--- config.mk ---
export PLATFORM = sky130hd
export DESIGN_NAME = conv2_maxpool_relu
export DESIGN_NICKNAME = d
export VERILOG_FILES = /design/src/rtl/conv2_maxpool_relu.sv
export SDC_FILE = /design/constraint.sdc
export NUM_CORES = 1
export LEC_CHECK = 0
export ABC_CLOCK_PERIOD_IN_PS = 16700
export CAP_MARGIN = 20
export CORE_UTILIZATION = 35
export CTS_BUF_LIST = sky130_fd_sc_hd__clkbuf_4 sky130_fd_sc_hd__clkbuf_8
export CTS_CLUSTER_DIAMETER = 150
export DETAILED_ROUTE_END_ITERATION = 6
export SKIP_CTS_REPAIR_TIMING = 1
export SYNTH_ARGS = -nofsm -noshare
export SYNTH_HDL_FRONTEND = slang
export SYNTH_SLANG_ARGS = --single-unit
--- constraint.sdc ---
create_clock -name clk -period 16.7 [get_ports clk]
set_input_delay 1.67 -clock clk [delete_from_list [all_inputs] [get_ports clk]]
set_output_delay 1.67 -clock clk [all_outputs]
set_load 0.01 [all_outputs]
--- src/rtl/conv2_maxpool_relu.sv ---
// 2x2/stride-2 max pool + ReLU + 12-bit saturation over three lockstep conv2 channels, half-row buffered.
// Result registered one cycle after the bottom-right window sample; no backpressure, consumer must take every strobe.
module conv2_maxpool_relu #(
  parameter int IN_W  = 14,
  parameter int OUT_W = 12,
  parameter int IMG_W = 8,
  parameter int IMG_H = 8
) (
  input  logic                    clk,
  input  logic                    rst,
  input  logic                    valid_in,
  input  logic signed [IN_W-1:0]  conv_in_1,
  input  logic signed [IN_W-1:0]  conv_in_2,
  input  logic signed [IN_W-1:0]  conv_in_3,
  output logic signed [OUT_W-1:0] pool_out_1,
  output logic signed [OUT_W-1:0] pool_out_2,
  output logic signed [OUT_W-1:0] pool_out_3,
  output logic                    valid_out,
  output logic                    frame_done
);

  localparam int CW   = (IMG_W > 1) ? $clog2(IMG_W) : 1;
  localparam int RW   = (IMG_H > 1) ? $clog2(IMG_H) : 1;
  localparam int HALF = IMG_W / 2;
  localparam int BW   = (HALF > 1) ? $clog2(HALF) : 1;
  localparam logic signed [IN_W-1:0] SAT_MAX = IN_W'((1 << (OUT_W - 1)) - 1);

  typedef enum logic {FILL, EMIT} state_t;

  state_t                  state;
  logic [CW-1:0]           col;
  logic [RW-1:0]           row;
  logic [BW-1:0]           idx;
  logic                    last_col;
  logic                    last_row;
  logic signed [IN_W-1:0]  din      [3];
  logic signed [IN_W-1:0]  h        [3];
  logic signed [IN_W-1:0]  m        [3];
  logic signed [IN_W-1:0]  bufv     [3];
  logic signed [IN_W-1:0]  p        [3];
  logic signed [OUT_W-1:0] res      [3];
  logic signed [OUT_W-1:0] pool_q   [3];
  logic signed [IN_W-1:0]  half_row [3][HALF];

  assign din[0]   = conv_in_1;
  assign din[1]   = conv_in_2;
  assign din[2]   = conv_in_3;
  assign idx      = BW'(col >> 1);
  assign last_col = (col == CW'(IMG_W - 1));
  assign last_row = (row == RW'(IMG_H - 1));

  // Horizontal pair max, then vertical max against the pair stored from the even row.
  always_comb begin
    for (int c = 0; c < 3; c++) begin
      m[c]    = (din[c] > h[c]) ? din[c] : h[c];
      bufv[c] = half_row[c][idx];
      p[c]    = (bufv[c] > m[c]) ? bufv[c] : m[c];
      if (p[c] < 0)
        res[c] = '0;
      else if (p[c] > SAT_MAX)
        res[c] = SAT_MAX[OUT_W-1:0];
      else
        res[c] = p[c][OUT_W-1:0];
    end
  end

  always_ff @(posedge clk or posedge rst) begin
    if (rst) begin
      col        <= '0;
      row        <= '0;
      state      <= FILL;
      valid_out  <= 1'b0;
      frame_done <= 1'b0;
      for (int c = 0; c < 3; c++) begin
        h[c]      <= '0;
        pool_q[c] <= '0;
      end
    end else begin
      valid_out  <= 1'b0;
      frame_done <= 1'b0;
      if (valid_in) begin
        if (last_col) begin
          col   <= '0;
          row   <= last_row ? '0 : row + 1'b1;
          state <= (state == FILL) ? EMIT : FILL;
        end else begin
          col <= col + 1'b1;
        end
        if (!col[0]) begin
          for (int c = 0; c < 3; c++) h[c] <= din[c];
        end else if (state == EMIT) begin
          for (int c = 0; c < 3; c++) pool_q[c] <= res[c];
          valid_out  <= 1'b1;
          frame_done <= last_row && last_col;
        end
      end
    end
  end

  // Contents are don't-care after reset: every entry is rewritten in FILL before EMIT reads it.
  always_ff @(posedge clk) begin
    if (valid_in && col[0] && state == FILL) begin
      for (int c = 0; c < 3; c++) half_row[c][idx] <= m[c];
    end
  end

  assign pool_out_1 = pool_q[0];
  assign pool_out_2 = pool_q[1];
  assign pool_out_3 = pool_q[2];

endmodule

# After elaboration in Yosys (flattened, before gate mapping)
# Memories as Yosys holds them, arrays and structs flattened.
# Cells that the tools add are included.
# op_classes
addsub	2
eq_ne	2
n_mux	34
n_bitwise	3
order_cmp	14
reduce_logical	7
# ops
operator	n
two-way mux 14 bit	13
binary-select mux 14 bit (select 2 bit)	3
> comparator 14 bit	6
two-way mux 12 bit	6
two-way mux 56 bit	1
> comparator 14 x 12 -> 1 bit (second input constant)	3
less-than comparator 14 x 1 -> 1 bit (second input constant)	3
demux 14 bit (select 2 bit)	1
two-way mux 1 bit	8
adder 3 x 1 -> 3 bit (second input constant)	2
equality test 3 bit (second input constant)	2
two-way mux 3 bit	2
logical AND 1 bit	4
AND reduction 2 bit	2
greater-or-equal comparator 3 bit (second input constant)	1
less-than comparator 3 x 1 -> 1 bit (second input constant)	1
inverter 2 -> 3 bit	1
AND reduction 3 bit	1
inverter 1 bit	2
# totals
out_inout_bits	38
ram_bits	168
word_cells	74
regBits	87
n_memories	1
# mem_list
memory	depth	width	rd	rd_clocked_by_memory_dff	write_ports	line	text
half_row	3	56	3	0	3	43	logic signed [IN_W-1:0] half_row [3][HALF];

# Logic depth before layout (Yosys ltp)
# Gate-level depths: netlist (run 1).
# logic_depth
ltp_word	9
mapped_depth	23
ltp_nobuf	20

# Least setup slack after synthesis (run 1)
# No wires, ideal clock.
# synth_timing
path_type	register to register
from	register col[2]
to	memory half_row[0][0] in the netlist's numbering (enable)
setup_ns	0.561
stages_incl_launch_ff	8
synth_period_minus_slack_ns	7.270
required_ns	16.139
setup_slack_ns	9.430
arrival_ns	6.708
path_cell_list	dfrtp_1 clkbuf_1 clkbuf_1 buf_2 buf_1 clkbuf_1 clkbuf_1 nor4b_1
# synth_lines
item	line	text
start, declared	31	logic [CW-1:0] col;
start signal, assigned	87	col <= col + 1'b1;
end, declared	43	

# Worst setup path in the final report (run 1)
# layout_timing
from	input port conv_in_2[13]
to	register pool_q, in the netlist pool_out_2[6]
# layout_between
elab_chain_len	7
word_cells_on_any_way	8
classes_between	order compare: 4; mux: 4
# layout_rtl
item	line	text
start, declared	13	input logic signed [IN_W-1:0] conv_in_2,
> comparator 14 bit	55	m[c] = (din[c] > h[c]) ? din[c] : h[c];
two-way mux 14 bit (*)	55	
> comparator 14 bit	57	p[c] = (bufv[c] > m[c]) ? bufv[c] : m[c];
two-way mux 14 bit (*)	57	
> comparator 14 x 12 -> 1 bit	60	else if (p[c] > SAT_MAX)
two-way mux 12 bit	60	
two-way mux 12 bit (*)	58	if (p[c] < 0)
end signal, assigned by index	76	pool_q[c] <= '0;
end, declared	42	logic signed [OUT_W-1:0] pool_q [3];
# Every way passes the cells marked *; elsewhere a longest branch is shown, timed or not.
# A chain may end at the register's enable or synchronous reset.

==> impl_summary.log, run 1 <==
INFO  metric antenna_violating_nets_post_route = 0
INFO  metric yosys_register_bits = ~260
INFO  metric grt.overflow.total = 0
INFO  metric synthesis.yosys.warnings = 0
INFO  metric worst-slew-pin-transition = roughly 1.1 ns
INFO  metric leak = ~6 nW
INFO  metric worstSetupStartpointType = input port
INFO  metric gp_routability_congestion = 0.839
INFO  metric clock-sinks = 255
INFO  metric post_synth_adder_cell_area = between 7 and 8%
INFO  metric worstReg2RegStart = h[27]
INFO  metric power.net_switching = roughly 0.0012 W
INFO  metric grt_max_degree = 55
INFO  metric wl_per_cell = about 18 µm
INFO  metric fin_ws = between 10 and 15 ns
INFO  metric pwr_density_cell = around 190 nW/µm²
INFO  metric detailedPlacementHpwl = 20,200 µm
INFO  metric final.period_utilization = slightly below 40%
INFO  metric run_status = finished, violations left
INFO  metric synth-xor-area-share = less than 1%
INFO  metric drc = 9
INFO  metric max-slew-margin-rel = 26.3%
INFO  metric netlist_instances = ~1,000
INFO  metric reg2reg_slack = between 10 and 15 ns
INFO  metric share_clk_of_total_power = ~20%
INFO  metric muxShareOfSynthArea = a little over a tenth
INFO  metric dieWidth = 193 µm
INFO  metric tritoncts_clock_tree = built
INFO  metric worstSkewPairLatency = roughly 0.60 ns
INFO  metric crit_start = conv_in_2[13]
INFO  metric globalRouteTotalUtil = between 15 and 20%
INFO  metric start_util = a little over a third
INFO  metric drive_gt1_share = between 10 and 15%
INFO  metric num_rows = between 60 and 70
INFO  metric sequential_share_of_the_synthesized_area = 56.3%
INFO  metric postSynth.asyncResetShare = 34.1%
INFO  metric antenna_found_initial = 0
INFO  metric final_area = ~15,000 µm²
INFO  metric setup.worst_path.end_class = flip-flop
INFO  metric timing.hold.ws = 0.490 ns
INFO  metric routed_via_density = 5.27
INFO  metric power.ir.vdd_worst = between 80 and 90 µV
INFO  metric setup_repair_after_global_routing_missed_its_margin = no
INFO  metric placement.cell_area = between 10,000 and 15,000 µm²
INFO  metric first_global_vias = 9,019
INFO  metric edff_count_synth = ~170
INFO  metric fin_nets = ~1,300
INFO  metric crit_arrival = about 7.1 ns
INFO  metric die_area = between 30,000 and 40,000 µm²
INFO  metric combPwrFrac = between 40% and 50%
INFO  metric power_report.internal_total = 0.00178 W
INFO  metric layout.cells.most_common_list = sky130_fd_sc_hd__edfxtp_1 (168), sky130_fd_sc_hd__nand2_1 (98), sky130_fd_sc_hd__inv_1 (98)
INFO  metric synth.largest_area_cell = sky130_fd_sc_hd__edfxtp_1
INFO  metric global_route_wire_length_before_repair = a little under 50,000 µm
INFO  metric final_period_minus_worst_setup_slack = between 6 and 7 ns
INFO  metric detailroute.via_count = ~8,600
INFO  metric ctsLongestPathBuffers = 3
INFO  metric worst_hold_path_type = flip-flop to flip-flop
INFO  metric dp_worst_setup_slack = between 9 and 10 ns
INFO  metric pin_count = 83
INFO  metric syn_to_final_growth = 17.8%
INFO  metric place.port_buffers = slightly above 80
INFO  metric mostFrequentLayoutCell = sky130_fd_sc_hd__edfxtp_1
INFO  metric critical_path_peak_fanout = 20
INFO  metric drtIter0Drc = about 560
INFO  metric critical_path.endpoint = pool_out_2[6]
INFO  metric cts.reportedPaths.clkPinSlew = around 0.060 ns
INFO  metric synth-compound-area-share = 13.1%
INFO  metric switching_share_of_total_power = 39.5%
INFO  metric seq_power_share = ~34%
INFO  metric setup-tns-final = 0 ns
INFO  metric cts-buffers-inserted = 45
INFO  metric max_cap_violations = 0
INFO  metric mappedNetlistArea = 12,800 µm²
INFO  metric hold_viol = 0
INFO  metric h_tree_level_count = 2
INFO  metric worstReg2RegEnd = pool_out_2[6]
INFO  metric crit_required = between 15 and 20 ns
INFO  metric route.final.wire_length = between 20,000 and 30,000 µm
INFO  metric synthesis.nets = between 1,000 and 1,500
INFO  metric post_synth_num_cell_types = between 70 and 80
INFO  metric dominant_combinational_cell_family_by_area_after_synthesis = compound AO/OA/AOI/OAI gates
INFO  metric timing_worst_setup_path_type = input port to flip-flop
INFO  metric clockRootBuffer = sky130_fd_sc_hd__clkbuf_8
INFO  metric yosys-top-cells-area = sky130_fd_sc_hd__edfxtp_1 (39%), sky130_fd_sc_hd__dfrtp_1 (17%), sky130_fd_sc_hd__ha_1 (7.2%)
INFO  metric drt-pass1-iter-count = 7
INFO  metric antenna_cells_inserted = 0
INFO  metric r2r.worst_path.cells = 18
INFO  metric max_freq = 153 MHz
INFO  metric synth_area_per_cell = ~12 µm²
INFO  metric synth-simple-area-share = about 7.8%
INFO  metric final.setup_skew = 0.0271 ns
INFO  metric die_height = 193 µm
INFO  metric coreArea = between 30,000 and 40,000 µm²
INFO  metric failing_checks = design-rule violations
INFO  metric ys_dominant_reg_cell = sky130_fd_sc_hd__edfxtp_1
INFO  metric post-synth-top-area-fraction = 39.3%
INFO  metric final_count_of_pins_violating_max_slew = 0
INFO  metric setup_viol = 0
[sequential cells by signal (all words and copies together), names as in the netlist]
name        count
pool_out_3     12
row             3
h              42
col             3
half_row      168
pool_out_1     12
state           1
valid_out       1
frame_done      1
pool_out_2     12
[layer usage]
| layer | vias to the layer above | share of wire (%) | wire length, µm | global-route usage (%) |
|---|---|---|---|---|
| met5 | - | 0 | 0 | 0 |
| met4 | 0 | 2.5 | 741 | 6.67 |
| met3 | 62 | 4.8 | 1440 | 2.84 |
| met2 | 198 | 47 | 13900 | 26.5 |
| met1 | 4276 | 46 | 13800 | 22.3 |
| li1 | 4108 | - | - | - |
[power groups by stage]
stage          Sequential [W]  Clock [W]  Combinational [W]
2_1_floorplan        0.000976          0           0.000974
3_3_place_gp         0.000997          0            0.00135
3_5_place_dp          0.00100          0            0.00137
4_1_cts              0.000988   0.000615            0.00138
5_1_grt               0.00100   0.000640            0.00153
6_report             0.000985   0.000594            0.00136
[layout make-up]
type / instances / area [µm²]
Clock inverter: 21 / 178
Clock buffer: 59 / 724
Multi-Input combinational cell: 648 / 5100
Inverter: 99 / 374
Tap cell: 461 / 577
Fill cell: 3357 / 20700
Timing Repair Buffer: 98 / 941
Sequential cell: 255 / 7220
[kinds of logic (layout without fill, tap and decap cells)]
kind of cell | Yosys count | in the layout
AOI/OAI and AO/OA | 264 | 264
xor gates and xnor gates | 9 | 9
adders and majority gates | 75 | 75
buffers and inverters | 144 | 277
DFF | 255 | 255
muxes | 85 | 85
and+or+nand+nor | 215 | 215
[metrics by stage]
step / std cells / total power [W] / util [%]
detailed placement: 1561 / 0.00237 / 39.7
global placement: 1561 / 0.00234 / 39.7
floorplan: 1047 / 0.00195 / -
CTS: 1641 / 0.00298 / 42.2
global route: 1641 / 0.00318 / 42.2
finish: 1641 / 0.00294 / 42.2
[synthesized netlist by cell type (all sizes together), types with 2 or more instances]
master,n
mux4,39
or2,3
nor4b,3
nand2b,8
inv,99
edfxtp,168
ha,74
a311oi,3
o211ai,24
a21oi,63
a31oi,6
nor4,3
a22oi,2
a21o,13
and2,6
a21boi,2
nand3,16
o41ai,2
nand2,98
mux2,13
and3,2
a2111oi,3
a31o,3
nor3,11
nor2b,4
o21a,14
a221o,9
xnor2,9
o221ai,3
o22a,2
o21ai,92
a211oi,2
nor2,43
o31ai,4
nand4,11
dfrtp,87
buf,10
a221oi,3
clkbuf,35
mux2i,33
and4,4
a22o,2
[critical path, cell delays in order]
cell	delay, ns
sky130_fd_sc_hd__clkdlybuf4s50_1	0.45
sky130_fd_sc_hd__ha_1	0.44
sky130_fd_sc_hd__nand4_1	0.16
sky130_fd_sc_hd__o41a_1	0.51
sky130_fd_sc_hd__a21oi_1	0.29
sky130_fd_sc_hd__nand2_1	0.49
sky130_fd_sc_hd__a21oi_1	0.57
sky130_fd_sc_hd__ha_1	0.32
sky130_fd_sc_hd__inv_1	0.07
sky130_fd_sc_hd__o21a_1	0.16
sky130_fd_sc_hd__nand2_1	0.06
sky130_fd_sc_hd__a21oi_1	0.13
sky130_fd_sc_hd__a311oi_1	0.07
sky130_fd_sc_hd__o221a_2	0.27
sky130_fd_sc_hd__o31a_2	0.35
sky130_fd_sc_hd__o21ai_2	0.43
sky130_fd_sc_hd__o21a_1	0.40
sky130_fd_sc_hd__a221o_1	0.21
[worst min path at each step]
stage                   startpoint              to  slack [ns]  cells past startpoint
detailed placement  pool_out_3[11]  pool_out_3[11]        0.48                      1
finish              pool_out_1[11]  pool_out_1[11]        0.49                      1
floorplan                   row[0]          row[0]        0.48                      1
CTS                 pool_out_3[11]  pool_out_3[11]        0.49                      1
global placement    pool_out_1[11]  pool_out_1[11]        0.47                      1
global route        pool_out_1[11]  pool_out_1[11]        0.50                      1
Power figures use the tool's default switching activity.
==> inputs of run 2 (changes only) <==
--- a/config.mk
+++ b/config.mk
@@ -5,7 +5,7 @@
 export SDC_FILE = /design/constraint.sdc
 export NUM_CORES = 1
 export LEC_CHECK = 0
-export ABC_CLOCK_PERIOD_IN_PS = 16700
+export ABC_CLOCK_PERIOD_IN_PS = 5830
 export CAP_MARGIN = 20
 export CORE_UTILIZATION = 35
 export CTS_BUF_LIST = sky130_fd_sc_hd__clkbuf_4 sky130_fd_sc_hd__clkbuf_8
==> constraint.sdc (replaced) <==
create_clock -name clk -period 5.83 [get_ports clk]
set_input_delay 0.583 -clock clk [delete_from_list [all_inputs] [get_ports clk]]
set_output_delay 0.583 -clock clk [all_outputs]
set_load 0.01 [all_outputs]
==> run 2 against run 1 <==
Effect of this change: the flow still finishes with violations (design-rule violations); non-clock buffer count increased by 14; count of clock-buffer cells in the layout increased by 2; power increased to 3.0 times the previous value; design area increased by 1.4%; global-route usage decreased by 0.12 points; critical endpoint unchanged; largest cell class unchanged; largest power group unchanged.
==> impl_summary.log, run 2 (synthesis gave the netlist of run 1 again) <==
INFO  metric routed_via_density = approximately 5.2
INFO  metric tritoncts_clock_tree = built
INFO  metric final.setup_skew = between 0.04 and 0.05 ns
INFO  metric crit_required = about 6.3 ns
INFO  metric setup_repair_after_global_routing_missed_its_margin = no
INFO  metric layout.core_utilization = between 40% and 50%
INFO  metric dp_worst_setup_slack = around 0.15 ns
INFO  metric final_count_of_pins_violating_max_slew = 0
INFO  metric timing.hold.ws = between 0.4 and 0.5 ns
INFO  metric worst_hold_path_type = input port to asynchronous set/reset pin
INFO  metric clock-sinks = 255
INFO  metric max_flop_register = half_row
INFO  metric reg.largest.list = half_row x168, h x42
INFO  metric dieWidth = 193 µm
INFO  metric run_status = finished, violations left
INFO  metric hold_viol = 0
INFO  metric drt-pass1-iter-count = 7
INFO  metric max_cap_violations = 0
INFO  metric final_period_minus_worst_setup_slack = between 5 and 6 ns
INFO  metric drive_gt1_share = between 10% and 20%
INFO  metric placement.cell_area = around 14,000 µm²
INFO  metric grt_max_degree = between 40 and 50
INFO  metric route.final.wire_length = a little over 30,000 µm
INFO  metric fin_ws = between 0.6 and 0.7 ns
INFO  metric drtIter0Drc = roughly 520
INFO  metric grt.overflow.total = 0
INFO  metric die_area = 37,400 µm²
INFO  metric antenna_cells_inserted = 0
INFO  metric wl_per_cell = 18.2 µm
INFO  metric failing_checks = design-rule violations
INFO  metric clockRootBuffer = sky130_fd_sc_hd__clkbuf_8
INFO  metric final.period_utilization = between 80% and 90%
INFO  metric critical_path_peak_fanout = 9
INFO  metric fin_nets = 1,281
INFO  metric start_util = a little over a third
INFO  metric detailroute.via_count = a little under 9,000
INFO  metric gp_routability_congestion = a little under 0.9
INFO  metric setup.worst_path.end_class = flip-flop
INFO  metric filler_cell_count = approximately 3,300
INFO  metric detailedPlacementHpwl = approximately 21,000 µm
INFO  metric mostFrequentLayoutCell = sky130_fd_sc_hd__edfxtp_1
INFO  metric antenna_violating_nets_post_route = 0
INFO  metric layout.cells.most_common_list = sky130_fd_sc_hd__edfxtp_1 (168), sky130_fd_sc_hd__nand2_1 (98), sky130_fd_sc_hd__inv_1 (98)
INFO  metric leak = ~6 nW
INFO  metric place.port_buffers = slightly above 80
INFO  metric worstSkewPairLatency = 0.60 ns
INFO  metric worstSetupStartpointType = input port
INFO  metric cts.reportedPaths.clkPinSlew = ~0.07 ns
INFO  metric pin_count = 83
INFO  metric max-slew-margin-rel = between 30% and 40%
INFO  metric syn_to_final_growth = 19.5%
INFO  metric crit_arrival = ~5.6 ns
INFO  metric h_tree_level_count = 2
INFO  metric antenna_found_initial = 0
INFO  metric globalRouteTotalUtil = 16.4%
INFO  metric num_rows = 69
INFO  metric power.ir.vdd_worst = about 230 µV
INFO  metric final_area = roughly 15,000 µm²
INFO  metric global_route_wire_length_before_repair = around 50,000 µm
INFO  metric max_freq = 195 MHz
INFO  metric first_global_vias = 9,025
INFO  metric pwr_density_cell = 567 nW/µm²
INFO  metric setup_viol = 0
INFO  metric die_height = about 190 µm
INFO  metric drc = 6
INFO  metric ctsLongestPathBuffers = 3
INFO  metric coreArea = roughly 36,000 µm²
INFO  metric largest_register_ffs = 168
INFO  metric cts-buffers-inserted = 46
INFO  metric worst-slew-pin-transition = just over 1 ns
INFO  metric timing_worst_setup_path_type = input port to flip-flop
-- run 2: changes by cell type in the layout (fill, tap and decap cells not counted), moves of 2 or more --
cell	delta
sky130_fd_sc_hd__buf_4	+13
sky130_fd_sc_hd__nor4b_2	-2
sky130_fd_sc_hd__nor4b_4	+2
sky130_fd_sc_hd__clkinvlp_4	-2
sky130_fd_sc_hd__clkinv_1	-5
sky130_fd_sc_hd__clkinv_2	+7
sky130_fd_sc_hd__clkbuf_8	+3
-- run 2: worst paths after layout --
check | cells after the start | slack [ns] | to | from
worst max-delay path | 15 | 0.70 | pool_out_2[6] | conv_in_2[13]
worst min-delay path | 2 | 0.45 | pool_out_3[10] | rst
worst max register to register | 15 | 0.81 | pool_out_2[6] | h[27]
worst min register to register | 1 | 0.48 | pool_out_2[11] | pool_out_2[11]
max in group asynchronous | 3 | 4.25 | pool_out_2[1] | rst
min in group clk | 1 | 0.48 | pool_out_2[11] | pool_out_2[11]
-- run 2: final cells by class --
type                    count  area, µm²  area share, %
multi-input cells         648       5120           33.4
repair buffers            112       1060           6.91
clock buffers              61        758           4.95
clock inverters            23        218           1.42
flip-flops and latches    255       7220           47.1
inverters                  99        374           2.44
well taps                 461        577           3.76
-- run 2: critical path, stage by stage --
cell and delay, ns:
sky130_fd_sc_hd__clkdlybuf4s50_1 0.45, sky130_fd_sc_hd__ha_1 0.41, sky130_fd_sc_hd__nand4_1 0.15, sky130_fd_sc_hd__o41a_1 0.52, sky130_fd_sc_hd__a21oi_1 0.34, sky130_fd_sc_hd__nand2_1 0.30, sky130_fd_sc_hd__a21oi_1 0.44, sky130_fd_sc_hd__ha_1 0.33
sky130_fd_sc_hd__and3_1 0.17, sky130_fd_sc_hd__mux4_2 0.48, sky130_fd_sc_hd__o221a_2 0.14, sky130_fd_sc_hd__o31a_2 0.35, sky130_fd_sc_hd__o21ai_2 0.31, sky130_fd_sc_hd__o21a_1 0.42, sky130_fd_sc_hd__a221o_1 0.22
-- run 2: report_power, final --
part / switching [W] / total [W] / internal [W]
combinational: 0.00232 / 0.00401 / 0.00169
sequential: 0.000306 / 0.00287 / 0.00257
clock: 0.000774 / 0.00181 / 0.00103
total: 0.00340 / 0.00869 / 0.00529
-- run 2: per-stage QoR --
stage / std cells / total power, W / TNS [ns]
after floorplan: 1047 / 0.00558 / -49.32
after global placement: 1575 / 0.00683 / 0
after detailed placement: 1575 / 0.00693 / 0
after CTS: 1659 / 0.00878 / 0
after global routing: 1659 / 0.00934 / 0
final: 1659 / 0.00869 / 0
-- run 2: per-layer routing --
layer	track usage, %	part of all wire [%]
met5	0	0
met4	5.57	2.2
met3	3.28	5.4
met2	26.8	47
met1	21.9	45
